### config.mk
export PLATFORM = sky130hd
export DESIGN_NAME = uart_rx
export DESIGN_NICKNAME = d
export VERILOG_FILES = /design/src/rtl/sync_2ff.sv /design/src/rtl/uart_rx.sv
export SDC_FILE = /design/constraint.sdc
export NUM_CORES = 1
export LEC_CHECK = 0
export ABC_AREA = 1
export ABC_CLOCK_PERIOD_IN_PS = 1500
export BUFFER_PORTS_ARGS = -buffer_cell sky130_fd_sc_hd__buf_2
export CAP_MARGIN = 20
export CORE_MARGIN = 5
export CORE_UTILIZATION = 30
export DETAILED_ROUTE_END_ITERATION = 16
export HOLD_SLACK_MARGIN = 0.03
export PLACE_DENSITY = 0.56
export SETUP_SLACK_MARGIN = 0.15
export SYNTH_ARGS = -nofsm -noshare
export SYNTH_HDL_FRONTEND = slang
export SYNTH_SLANG_ARGS = --single-unit
### constraint.sdc
create_clock -name clk -period 1.5 [get_ports clk]
set_input_delay 0.075 -clock clk [delete_from_list [all_inputs] [get_ports clk]]
set_output_delay 0.075 -clock clk [all_outputs]
set_load 0.1 [all_outputs]
### src/rtl/sync_2ff.sv
// Two-flop synchronizer for a single asynchronous input bit.
// Both flops clear on reset so a line that is low at reset release does not look like an edge.
module sync_2ff (
  input  logic clk,
  input  logic rst,
  input  logic d,
  output logic q
);

  logic meta_q;

  always_ff @(posedge clk or posedge rst) begin
    if (rst) begin
      meta_q <= 1'b0;
      q      <= 1'b0;
    end else begin
      meta_q <= d;
      q      <= meta_q;
    end
  end

endmodule

### src/rtl/uart_rx.sv
// 8N1 UART receiver: start bit confirmed at mid-bit, data and stop sampled every full bit period.
// data/valid update only on a correctly framed byte and hold until the next accepted start bit.
module uart_rx #(
  parameter int unsigned divisor = 32
) (
  input  logic       clk,
  input  logic       rst,
  input  logic       rxi,
  output logic [7:0] data,
  output logic       valid
);

  localparam int unsigned CntW = $clog2(2 * divisor);
  localparam logic [CntW-1:0] HalfMax = CntW'(divisor - 1);
  localparam logic [CntW-1:0] FullMax = CntW'(2 * divisor - 1);

  typedef enum logic [1:0] {StIdle, StStart, StData, StStop} state_e;

  state_e            state_q, state_d;
  logic [CntW-1:0]   cnt_q, cnt_d;
  logic [2:0]        bit_q, bit_d;
  logic [7:0]        shift_q, shift_d;
  logic [7:0]        data_q, data_d;
  logic              valid_q, valid_d;
  logic              rx_s;
  logic              prev_q;
  logic              fall;

  sync_2ff u_sync (
    .clk (clk),
    .rst (rst),
    .d   (rxi),
    .q   (rx_s)
  );

  assign fall  = prev_q & ~rx_s;
  assign data  = data_q;
  assign valid = valid_q;

  always_ff @(posedge clk or posedge rst) begin
    if (rst) begin
      state_q <= StIdle;
      cnt_q   <= '0;
      bit_q   <= '0;
      shift_q <= '0;
      data_q  <= '0;
      valid_q <= 1'b0;
      prev_q  <= 1'b0;
    end else begin
      state_q <= state_d;
      cnt_q   <= cnt_d;
      bit_q   <= bit_d;
      shift_q <= shift_d;
      data_q  <= data_d;
      valid_q <= valid_d;
      prev_q  <= rx_s;
    end
  end

  always_comb begin
    state_d = state_q;
    cnt_d   = cnt_q + CntW'(1);
    bit_d   = bit_q;
    shift_d = shift_q;
    data_d  = data_q;
    valid_d = valid_q;
    unique case (state_q)
      StIdle: begin
        cnt_d = '0;
        if (fall) state_d = StStart;
      end
      StStart: begin
        if (cnt_q == HalfMax) begin
          cnt_d = '0;
          if (!rx_s) begin
            state_d = StData;
            bit_d   = '0;
            valid_d = 1'b0;
          end else begin
            // Line back high at mid-start: treat as a glitch.
            state_d = StIdle;
          end
        end
      end
      StData: begin
        if (cnt_q == FullMax) begin
          cnt_d          = '0;
          shift_d[bit_q] = rx_s;
          bit_d          = bit_q + 3'd1;
          if (bit_q == 3'd7) state_d = StStop;
        end
      end
      StStop: begin
        if (cnt_q == FullMax) begin
          cnt_d   = '0;
          state_d = StIdle;
          if (rx_s) begin
            data_d  = shift_q;
            valid_d = 1'b1;
          end
        end
      end
      default: state_d = StIdle;
    endcase
  end

endmodule

### Yosys cells after proc, flatten, opt, wreduce, memory -nomap -nowiden

Cells that the tools add are included.

| word-level totals | value |
|---|---|
| register bits after elaboration | 31 |
| latch bits | 0 |
| bits in writable memories | 0 |
| bits in read-only memories | 0 |
| input port bits | 3 |
| output and inout bits | 9 |
| memories kept | 0 |

| operators by class | value |
|---|---|
| add/sub/neg operators | 2 |
| multipliers | 0 |
| div/mod/pow operators | 0 |
| order comparisons | 2 |
| equal/unequal tests | 13 |
| shifts and indexed selects | 0 |
| mux-type cells | 22 |
| bitwise gates (word level) | 2 |
| reductions and logical operators | 10 |

Operator list:

| cell | count |
|---|---|
| $pmux W6 S3 | 1 |
| $mux W2 | 6 |
| $mux W6 | 2 |
| $ne A2 B2 Y1 const B | 6 |
| $reduce_and A5 Y1 | 2 |
| $mux W3 | 3 |
| $bwmux W8 | 1 |
| $pmux W2 S4 | 1 |
| $add A6 B1 Y6 const B | 1 |
| $eq A6 B5 Y1 const B | 1 |
| $eq A6 B6 Y1 const B | 1 |
| $pmux W3 S2 | 1 |
| $mux W1 | 5 |
| $eq A2 B2 Y1 const B | 2 |
| $lt A3 B4 Y1 const B | 1 |
| $reduce_and A4 Y1 | 1 |
| $reduce_bool A2 Y1 | 2 |
| $add A3 B1 Y3 const B | 1 |
| $demux W1 S3 | 1 |
| $eq A3 B3 Y1 const B | 1 |
| $ge A3 B1 Y1 const B | 1 |
| $reduce_and A3 Y1 | 1 |
| $eq A2 B1 Y1 const B | 1 |
| $logic_not A2 Y1 | 1 |
| 7 further kinds | 7 |

### Logic depth before layout (Yosys ltp)

Gate-level depths: netlist (run 1).

| logic depth | value |
|---|---|
| depth in word-level cells | 5 |
| mapped depth | 9 |

### Hierarchy

From an unflattened synthesis (run 1), not the netlist that was laid out.

| unflattened totals | value |
|---|---|
| cells, all modules | 152 |
| area total of the unflattened synthesis | 1447.6 um^2 |

By module, submodules not included:

| module | instances | cells an instance | area each (um^2) |
|---|---|---|---|
| uart_rx | 1 | 149 | 1393.8 |
| sync_2ff | 1 | 3 | 53.8 |

### Worst setup path after synthesis (run 1)

OpenSTA, ideal clock, no wires.

| path | value |
|---|---|
| path type | register to register |
| start point | reg cnt_q[0] |
| end point | reg data_q[0] (netlist: data[0]) |
| library setup time | 0.121 ns |
| arrival | 1.242 ns |
| required time | 1.379 ns |
| path slack | 0.137 ns |
| stages on the path, launching flop included | 8 |
| clock period less this slack | 1.363 ns |
| cell sequence | dfrtp_1 -> ha_1 -> nand2_2 -> nor2_8 -> nand4_4 -> buf_6 -> nand2_2 -> o21ai_2 |

| between the ends | value |
|---|---|
| longest elaborated chain between the ends | 2 |

RTL lines:

| element | line | text |
|---|---|---|
| start, declared | uart_rx.sv:20 | `logic [CntW-1:0] cnt_q, cnt_d;` |
| start signal, assigned | uart_rx.sv:51 | `cnt_q <= cnt_d;` |
| $eq A6 B6 Y1 | uart_rx.sv:94 | `if (cnt_q == FullMax) begin` |
| $reduce_and A3 Y1 (no line) | n/a |  |
| end signal, assigned | uart_rx.sv:54 | `data_q <= data_d;` |
| end, declared | uart_rx.sv:23 | `logic [7:0] data_q, data_d;` |

No other way between the ends.
A chain may end at the register's enable or synchronous reset.

### Final worst setup path (run 1)

| path | value |
|---|---|
| start point | reg bit_q[1] |
| end point | reg state_q[0] |

| between the ends | value |
|---|---|
| longest elaborated chain between the ends | 3 |

RTL lines:

| element | line | text |
|---|---|---|
| start, declared | uart_rx.sv:21 | `logic [2:0] bit_q, bit_d;` |
| start signal, assigned | uart_rx.sv:52 | `bit_q <= bit_d;` |
| $eq A3 B3 Y1 | uart_rx.sv:90 | `if (bit_q == 3'd7) state_d = StStop;` |
| $ne A2 B2 Y1 (no line) | n/a |  |
| $reduce_and A5 Y1 (no line) | n/a |  |
| end signal, assigned | uart_rx.sv:42 | `state_q <= StIdle;` |
| end signal, assigned | uart_rx.sv:50 | `state_q <= state_d;` |
| end, declared | uart_rx.sv:19 | `state_e state_q, state_d;` |

No other way between the ends.

==> impl_results.md, run 1 <==
- TritonCTS clock tree: built
- Clock network latency to the later pin of the worst-skew pair: 0.28 ns
- WP data required: 1.66 ns
- Die height: 80.83 microns
- Count of port buffers added during placement: 11
- Maximum number of pins on one net before global-route repair: 32
- Die width: 80.83 microns
- Total vias in the final route: 1079
- DRC viols: 0
- Area share of the largest cell type after synthesis: 51.54%
- Number of primary I/O pins: 12
- Slew of the pin with the lowest slew margin: 0.4869 ns
- Starting utilization of the core area: 31.45%
- Internal cell power: 1.752 mW
- Final period demand of the worst path: 1.340 ns
- Switching power total: 0.7830 mW
- Share of power burned in the clock network: 33.0%
- Sink Count: 31
- Count of yosys warnings during synthesis: 0
- Buffers from clock root to sink, at most: 2
- Fraction of final layout cells with drive strength greater than 1: 35.26%
- Clock-pin transition on the worst setup and hold timing paths: 0.07 ns
- Data arrival at the endpoint of the critical path: 1.50 ns
- Combinational share of power: 26.5%
- Via density: 4.198
- Share of the core filled with cells: 40.42%
- Clock root buffer: sky130_fd_sc_hd__clkbuf_8
- Row cnt: 25
- Post-detailed-route count of antenna-violating nets: 0
- Total negative setup slack: 0 ns
- Category of the critical setup timing path: flop to flop
- Final period util: 89.31%
- Residual overflow from global routing: 0
- Half-perimeter wire length after placement: 1.790 mm
- Xor-xnor portion of the synthesized cell area: 1.164%
- Library cell occupying the most area in the post-synthesis netlist: sky130_fd_sc_hd__dfrtp_1
- Number of buffers created by CTS: 5
- Peak ir drop on the vdd network: 0.5469 mV
- Reg2Reg Capture Point: state_q[0]
- Register-to-Register Setup Slack: 0.16 ns
- Start of the worst register-to-register path: bit_q[1]
- Setup repair after global routing missed its margin: true
- Final #Nets: 195
- Layout filler cell count: 468
- Part of the Yosys area used for sequential elements: 51.54%
- Worst Reg2Reg Path Length in Cells: 6
- Full die area: 6533 sq um
- Pre-Repair DR Iteration Count: 4
- Slew Viols, Final: 0
- Share of synthesized cell area in full adder, half adder and majority cells: 2.494%
- Number of distinct library cells after synthesis: 24
- Placed Area: 1685 sq um
- Most common cell after layout, fill and taps aside: sky130_fd_sc_hd__nand2_1
- Post-synthesis cell area: 1505 sq um
- Number of violations reported at the end of detailed-routing iteration 0: 84
- Total non-filler cell area in the finished layout: 1934 sq um
- Biggest fanout along the worst timing path: 6
- Clock Skew: 0.007578 ns
- Wirelength, routed: 2.643 mm
- Top cells by area in the synthesized netlist: sky130_fd_sc_hd__dfrtp_1, sky130_fd_sc_hd__nand2_1, sky130_fd_sc_hd__o21ai_2, sky130_fd_sc_hd__inv_1, sky130_fd_sc_hd__nor2_1
- Static Leak: 0.9409 nW
- Startpoint of the worst setup timing path: bit_q[1]
- Synth Area in Compound Gates: 9.559%
- Sequential group share of total power: 40.5%
- Combinational family with the most area after synthesis: simple AND/OR/NAND/NOR gates
- Cells after synthesis: 158
- Post-synthesis share of cell area spent on and, or, nand and nor gates: 29.43%
- Core area: 4786 sq um
- Average size of a mapped cell: 9.527 sq um
- Vias in the first global route: 1083
- Synth Net Count: 164
- Worst slew margin relative to its limit: 67.77%
- Post-synthesis mux area share: 0%
- Worst setup SP type: flop
- Placer congestion estimate: 0.7251
- WL/cell: 10.28 microns
- Layout overhead on the synthesized area: 28.51%
- Critical path capture point type: flop
- Global-route wire length before repair: 4.809 mm
- Antenna violations before repair: 0
- N_diodes: 0
- Post-route total power: 2.535 mW
- Number of maximum-capacitance constraint violations: 0
- Outcome: finished clean
- Final hold violation count: 0
- Number of failing setup endpoints in the final timing report: 0
- Critical path endpoint: state_q[0]
- PD cells: 1311 nW/um^2
- Total global-route track usage: 9.540%
- Top library cells by usage in the layout, fill and taps aside: sky130_fd_sc_hd__nand2_1, sky130_fd_sc_hd__dfrtp_1, sky130_fd_sc_hd__inv_1, sky130_fd_sc_hd__nor2_1
- Sw Share: 30.88%
- Fmax achieved: 746.4 MHz
- Class of the tightest hold or removal check: flop to flop
- Flip-flop and latch count after synthesis: 31
- Number of levels the H-tree was split into: 2
## worst min path at each step
stage | cells past startpoint | start | endpoint | slack, ns
after floorplan | 0 | rxi | u_sync.meta_q | 0.11
after global placement | 3 | rst | valid | 0.18
after detailed placement | 3 | rst | data[7] | 0.18
after CTS | 0 | u_sync.meta_q | u_sync.q | 0.35
after global routing | 0 | u_sync.meta_q | u_sync.q | 0.36
final | 0 | u_sync.meta_q | u_sync.q | 0.35
## metal layers
metal | up-vias | routed length, microns | part of all wire (%) | GRT usage (%)
met2 | 25 | 1201 | 45 | 14.86
li1 | 567 | - | - | -
met3 | 5 | 133 | 5.0 | 3.326
met1 | 482 | 1269 | 48 | 12.16
met5 | - | 0 | 0 | 0
met4 | 0 | 38 | 1.4 | 3.547
## power groups by stage
stage / clock [mW] / sequential [mW] / combinational (mW)
6_report: 0.838 / 1.03 / 0.672
5_1_grt: 0.898 / 1.04 / 0.753
4_1_cts: 0.863 / 1.02 / 0.625
3_5_place_dp: 0 / 1.02 / 0.552
3_3_place_gp: 0 / 1.02 / 0.548
2_1_floorplan: 0 / 1.00 / 0.448
## what timing repair did
| action | 4_1_cts | 5_1_grt |
|---|---|---|
| hold buffers | 2 | 0 |
| pin swaps | 5 | 5 |
| hold endpoints to repair | 32 | 0 |
| gates cloned | 0 | 0 |
| gates resized for setup | 7 | 9 |
| setup endpoints to repair | 17 | 26 |
| setup buffers | 3 | 4 |
## cell type report
class / count / area (sq um) / area share (%)
flip-flops and latches: 31 / 779.5 / 40.30
clock buffers: 6 / 82.58 / 4.269
well taps: 67 / 83.83 / 4.334
inverters: 19 / 71.32 / 3.687
clock inverters: 2 / 35.03 / 1.811
multi-input cells: 106 / 693.2 / 35.83
repair buffers: 26 / 188.9 / 9.767
## cell usage after synthesis
cell type / instances
sky130_fd_sc_hd__nor2_1: 16
sky130_fd_sc_hd__o21ai_2: 9
sky130_fd_sc_hd__inv_1: 18
sky130_fd_sc_hd__nand4_1: 1
sky130_fd_sc_hd__dfrtp_1: 31
sky130_fd_sc_hd__nand4_4: 1
sky130_fd_sc_hd__o21ai_1: 1
sky130_fd_sc_hd__nand3_1: 8
sky130_fd_sc_hd__nand3_4: 1
sky130_fd_sc_hd__nor2_4: 2
sky130_fd_sc_hd__buf_6: 1
sky130_fd_sc_hd__nor3_2: 5
sky130_fd_sc_hd__nor3b_1: 1
sky130_fd_sc_hd__inv_2: 1
sky130_fd_sc_hd__xor2_1: 2
sky130_fd_sc_hd__o21ai_0: 10
sky130_fd_sc_hd__a21oi_1: 2
sky130_fd_sc_hd__buf_2: 1
sky130_fd_sc_hd__nand2_1: 36
sky130_fd_sc_hd__nand2_2: 2
sky130_fd_sc_hd__nor2_8: 2
sky130_fd_sc_hd__ha_1: 3
sky130_fd_sc_hd__nand2_4: 1
sky130_fd_sc_hd__nor2_2: 3
## cells by family (layout without fill, tap and decap cells)
logic type      after synthesis  after routing
simple gates                 79             79
flops                        31             31
compound gates               22             22
buf+inv                      21             53
fa+ha+maj                     3              3
xor+xnor                      2              2
## critical path, cell delays in order, from the launching register on
cell	delay, ns
sky130_fd_sc_hd__dfrtp_2	0.44
sky130_fd_sc_hd__ha_1	0.20
sky130_fd_sc_hd__ha_1	0.19
sky130_fd_sc_hd__o21ai_1	0.18
sky130_fd_sc_hd__nor2_2	0.07
sky130_fd_sc_hd__nand3_1	0.09
sky130_fd_sc_hd__nand2_1	0.05
## flip-flops by register name, indices dropped and copies added, names as in the netlist, named ones only
name           flops
bit_q              3
cnt_q              6
data               8
prev_q             1
shift_q            8
state_q            1
u_sync.meta_q      1
u_sync.q           1
valid              1
## per-stage QoR
stage          setup slack, ns  hold WS (ns)  cells
6_report                0.1603        0.3482    257
5_1_grt                0.05951        0.3553    257
4_1_cts                 0.1432        0.3508    253
3_5_place_dp            0.1069        0.1845    240
3_3_place_gp            0.1077        0.1793    240
2_1_floorplan           0.1626        0.1064    158
(Power assumes the default switching activity.)
==> inputs of run 2 (changes only) <==
--- a/config.mk
+++ b/config.mk
@@ -5,15 +5,14 @@
 export SDC_FILE = /design/constraint.sdc
 export NUM_CORES = 1
 export LEC_CHECK = 0
-export ABC_AREA = 1
-export ABC_CLOCK_PERIOD_IN_PS = 1500
+export ABC_CLOCK_PERIOD_IN_PS = 1110
 export BUFFER_PORTS_ARGS = -buffer_cell sky130_fd_sc_hd__buf_2
 export CAP_MARGIN = 20
 export CORE_MARGIN = 5
 export CORE_UTILIZATION = 30
 export DETAILED_ROUTE_END_ITERATION = 16
 export HOLD_SLACK_MARGIN = 0.03
-export PLACE_DENSITY = 0.56
+export PLACE_DENSITY = 0.57
 export SETUP_SLACK_MARGIN = 0.15
 export SYNTH_ARGS = -nofsm -noshare
 export SYNTH_HDL_FRONTEND = slang
==> constraint.sdc (replaced) <==
create_clock -name clk -period 1.11 [get_ports clk]
set_input_delay 0.0555 -clock clk [delete_from_list [all_inputs] [get_ports clk]]
set_output_delay 0.0555 -clock clk [all_outputs]
set_load 0.1 [all_outputs]
==> impl_results.md, run 2 <==
- Number of maximum-capacitance constraint violations: 0
- Post-synthesis cell area: 1470 sq um
- Number of failing setup endpoints in the final timing report: 28
- Buffers from clock root to sink, at most: 2
- Clock Skew: 0.007199 ns
- Layout overhead on the synthesized area: 53.96%
- Most common cell in the netlist: sky130_fd_sc_hd__dfrtp_1
- Die width: 80.01 microns
- Half-perimeter wire length after placement: 2.141 mm
- Data arrival at the endpoint of the critical path: 1.68 ns
- Number of violations reported at the end of detailed-routing iteration 0: 31
- Number of buffers created by CTS: 5
- Switching power total: 0.9088 mW
- Pre-Repair DR Iteration Count: 4
- Total non-filler cell area in the finished layout: 2263 sq um
- Count of yosys warnings during synthesis: 0
- Vias in the first global route: 1149
- Sw Share: 30.05%
- Fmax achieved: 665.8 MHz
- Post-route total power: 3.024 mW
- Static Leak: 1.023 nW
- Combinational share of power: 27.4%
- Area share of the largest cell type after synthesis: 52.77%
- Outcome: finished, violations left
- Category of the critical setup timing path: flop to flop
- Synth Net Count: 128
- Core area: 4755 sq um
- Internal cell power: 2.115 mW
- Synth Area in Compound Gates: 6.468%
- Final #Nets: 176
- Reg2Reg Capture Point: data[0]
- Maximum number of pins on one net before global-route repair: 32
- Peak ir drop on the vdd network: 0.8988 mV
- Final period util: 135.3%
- WP data required: 1.29 ns
- Count of port buffers added during placement: 11
- Total vias in the final route: 1142
- Pre-CTS worst setup slack: -0.4270 ns
- Full die area: 6401 sq um
- Post-synthesis mux area share: 14.38%
- Setup WS post-layout: -0.3919 ns
- Final period demand of the worst path: 1.502 ns
- Part of the Yosys area used for sequential elements: 52.77%
- Most used standard cells in the synthesized netlist: sky130_fd_sc_hd__dfrtp_1, sky130_fd_sc_hd__mux2_2, sky130_fd_sc_hd__nand3_1
- Antenna violations before repair: 0
- Placed Area: 1956 sq um
- Class of the tightest hold or removal check: flop to flop
- Worst setup SP type: flop
- Via density: 4.798
- DRC viols: 0
- Start of the worst register-to-register path: cnt_q[1]
- Violations in the final reports: setup timing
- Xor-xnor portion of the synthesized cell area: 1.787%
- Slew Viols, Final: 0
- Residual overflow from global routing: 0
- Average size of a mapped cell: 12.05 sq um
- Total global-route track usage: 10.91%
- Share of synthesized cell area in full adder, half adder and majority cells: 2.553%
- N_diodes: 0
- Combinational family with the most area after synthesis: simple AND/OR/NAND/NOR gates
- Clock root buffer: sky130_fd_sc_hd__clkbuf_8
- Layout filler cell count: 439
- Top library cells by usage in the layout, fill and taps aside: sky130_fd_sc_hd__dfrtp_1, sky130_fd_sc_hd__buf_4, sky130_fd_sc_hd__buf_12, sky130_fd_sc_hd__mux2_4
- Slew of the pin with the lowest slew margin: 0.3981 ns
- Top cells by area in the synthesized netlist: sky130_fd_sc_hd__dfrtp_1, sky130_fd_sc_hd__mux2_2, sky130_fd_sc_hd__nand3_1, sky130_fd_sc_hd__mux2_4, sky130_fd_sc_hd__ha_1
- WL/cell: 13.97 microns
- Biggest fanout along the worst timing path: 8
- Starting utilization of the core area: 30.92%
- Worst Reg2Reg Path Length in Cells: 5
- Library cell occupying the most area in the post-synthesis netlist: sky130_fd_sc_hd__dfrtp_1
- Global-route wire length before repair: 5.306 mm
- Row cnt: 25
- Final hold violation count: 0
- Flip-flop and latch count after synthesis: 31
- Critical path endpoint: data[0]
- Startpoint of the worst setup timing path: cnt_q[1]
- Die height: 80.01 microns
- Worst slew margin relative to its limit: 73.46%
- Setup repair after global routing missed its margin: true
- PD cells: 1336 nW/um^2
- Number of distinct library cells after synthesis: 41
- Cells after synthesis: 122
- Most common cell after layout, fill and taps aside: sky130_fd_sc_hd__dfrtp_1
- Clock network latency to the later pin of the worst-skew pair: 0.29 ns
- Main flop type after synthesis: sky130_fd_sc_hd__dfrtp_1
- Placer congestion estimate: 0.7525
- Number of levels the H-tree was split into: 2
- Fraction of final layout cells with drive strength greater than 1: 56.14%
- Wirelength, routed: 3.326 mm
- Sink Count: 31
- Number of primary I/O pins: 12
- Worst-case hold slack: 0.3556 ns
- Post-detailed-route count of antenna-violating nets: 0
- Post-synthesis share of cell area spent on and, or, nand and nor gates: 16.94%
- Clock-pin transition on the worst setup and hold timing paths: 0.07 ns
- Sequential group share of total power: 43.8%
- Async set-reset flop share out of synthesis: 100.0%
- TritonCTS clock tree: built
- Number of synthesized flops with an enable pin: 0
- Share of power burned in the clock network: 28.7%
- Register-to-Register Setup Slack: -0.39 ns
- Critical path capture point type: flop
## run 2: worst min path at each step
stage,start,end,slack (ns),depth (start not counted)
5_1_grt,u_sync.meta_q,u_sync.q,0.36,0
3_3_place_gp,rst,u_sync.meta_q,0.15,3
6_report,u_sync.meta_q,u_sync.q,0.36,0
3_5_place_dp,rst,u_sync.meta_q,0.16,3
4_1_cts,u_sync.meta_q,u_sync.q,0.35,0
2_1_floorplan,rxi,u_sync.meta_q,0.09,0
## run 2: timing repair
action,in CTS,in global routing
setup buffers,7,1
hold buffers,2,0
endpoints found under the setup margin,29,32
pin swaps,15,7
hold endpoints to repair,32,0
resized for setup,24,6
## run 2: worst max-delay path, cell delays in order (launching register included)
cell                      delay, ns
sky130_fd_sc_hd__dfrtp_1       0.43
sky130_fd_sc_hd__ha_4          0.15
sky130_fd_sc_hd__and4_4        0.23
sky130_fd_sc_hd__buf_12        0.13
sky130_fd_sc_hd__nand3_4       0.12
sky130_fd_sc_hd__mux2_4        0.32
## run 2: stage by stage
step	util [%]	setup TNS (ns)	cells
4_1_cts	46.50	-7.987	237
2_1_floorplan	-	-6.608	122
5_1_grt	47.61	-10.20	238
6_report	47.61	-8.852	238
3_5_place_dp	41.13	-8.325	220
3_3_place_gp	41.13	-7.695	220
## run 2: area by class of cell
| class | instances | area, sq um | share of cell area (%) |
|---|---|---|---|
| repair buffers | 47 | 504.2 | 22.28 |
| multi-input cells | 78 | 787.0 | 34.77 |
| flip-flops and latches | 31 | 778.2 | 34.38 |
| clock buffers | 5 | 68.82 | 3.040 |
| inverters | 7 | 26.28 | 1.161 |
| clock inverters | 3 | 15.01 | 0.6634 |
| well taps | 67 | 83.83 | 3.704 |
## run 2: kinds of logic (layout without fill, tap and decap cells)
logic type / count (synthesis) / after routing
DFF: 31 / 31
muxes: 18 / 18
xor gates and xnor gates: 3 / 3
buffers and inverters: 13 / 62
adders and majority gates: 3 / 3
and+or+nand+nor: 39 / 39
AOI/OAI and AO/OA: 15 / 15
## run 2: power by group through the flow
| stage | Clock (mW) | Sequential, mW | Combinational, mW |
|---|---|---|---|
| 2_1_floorplan | 0 | 1.36 | 0.308 |
| 6_report | 0.869 | 1.33 | 0.829 |
| 3_5_place_dp | 0 | 1.34 | 0.579 |
| 4_1_cts | 0.884 | 1.32 | 0.778 |
| 5_1_grt | 0.936 | 1.34 | 0.907 |
| 3_3_place_gp | 0 | 1.33 | 0.544 |
## run 2: metal layers
layer	global-route usage, %	up-vias	part of all wire, %
met1	13.02	572	45
met4	4.561	0	2.0
met5	0	-	0
met3	3.047	7	4.0
li1	-	534	-
met2	18.29	29	48
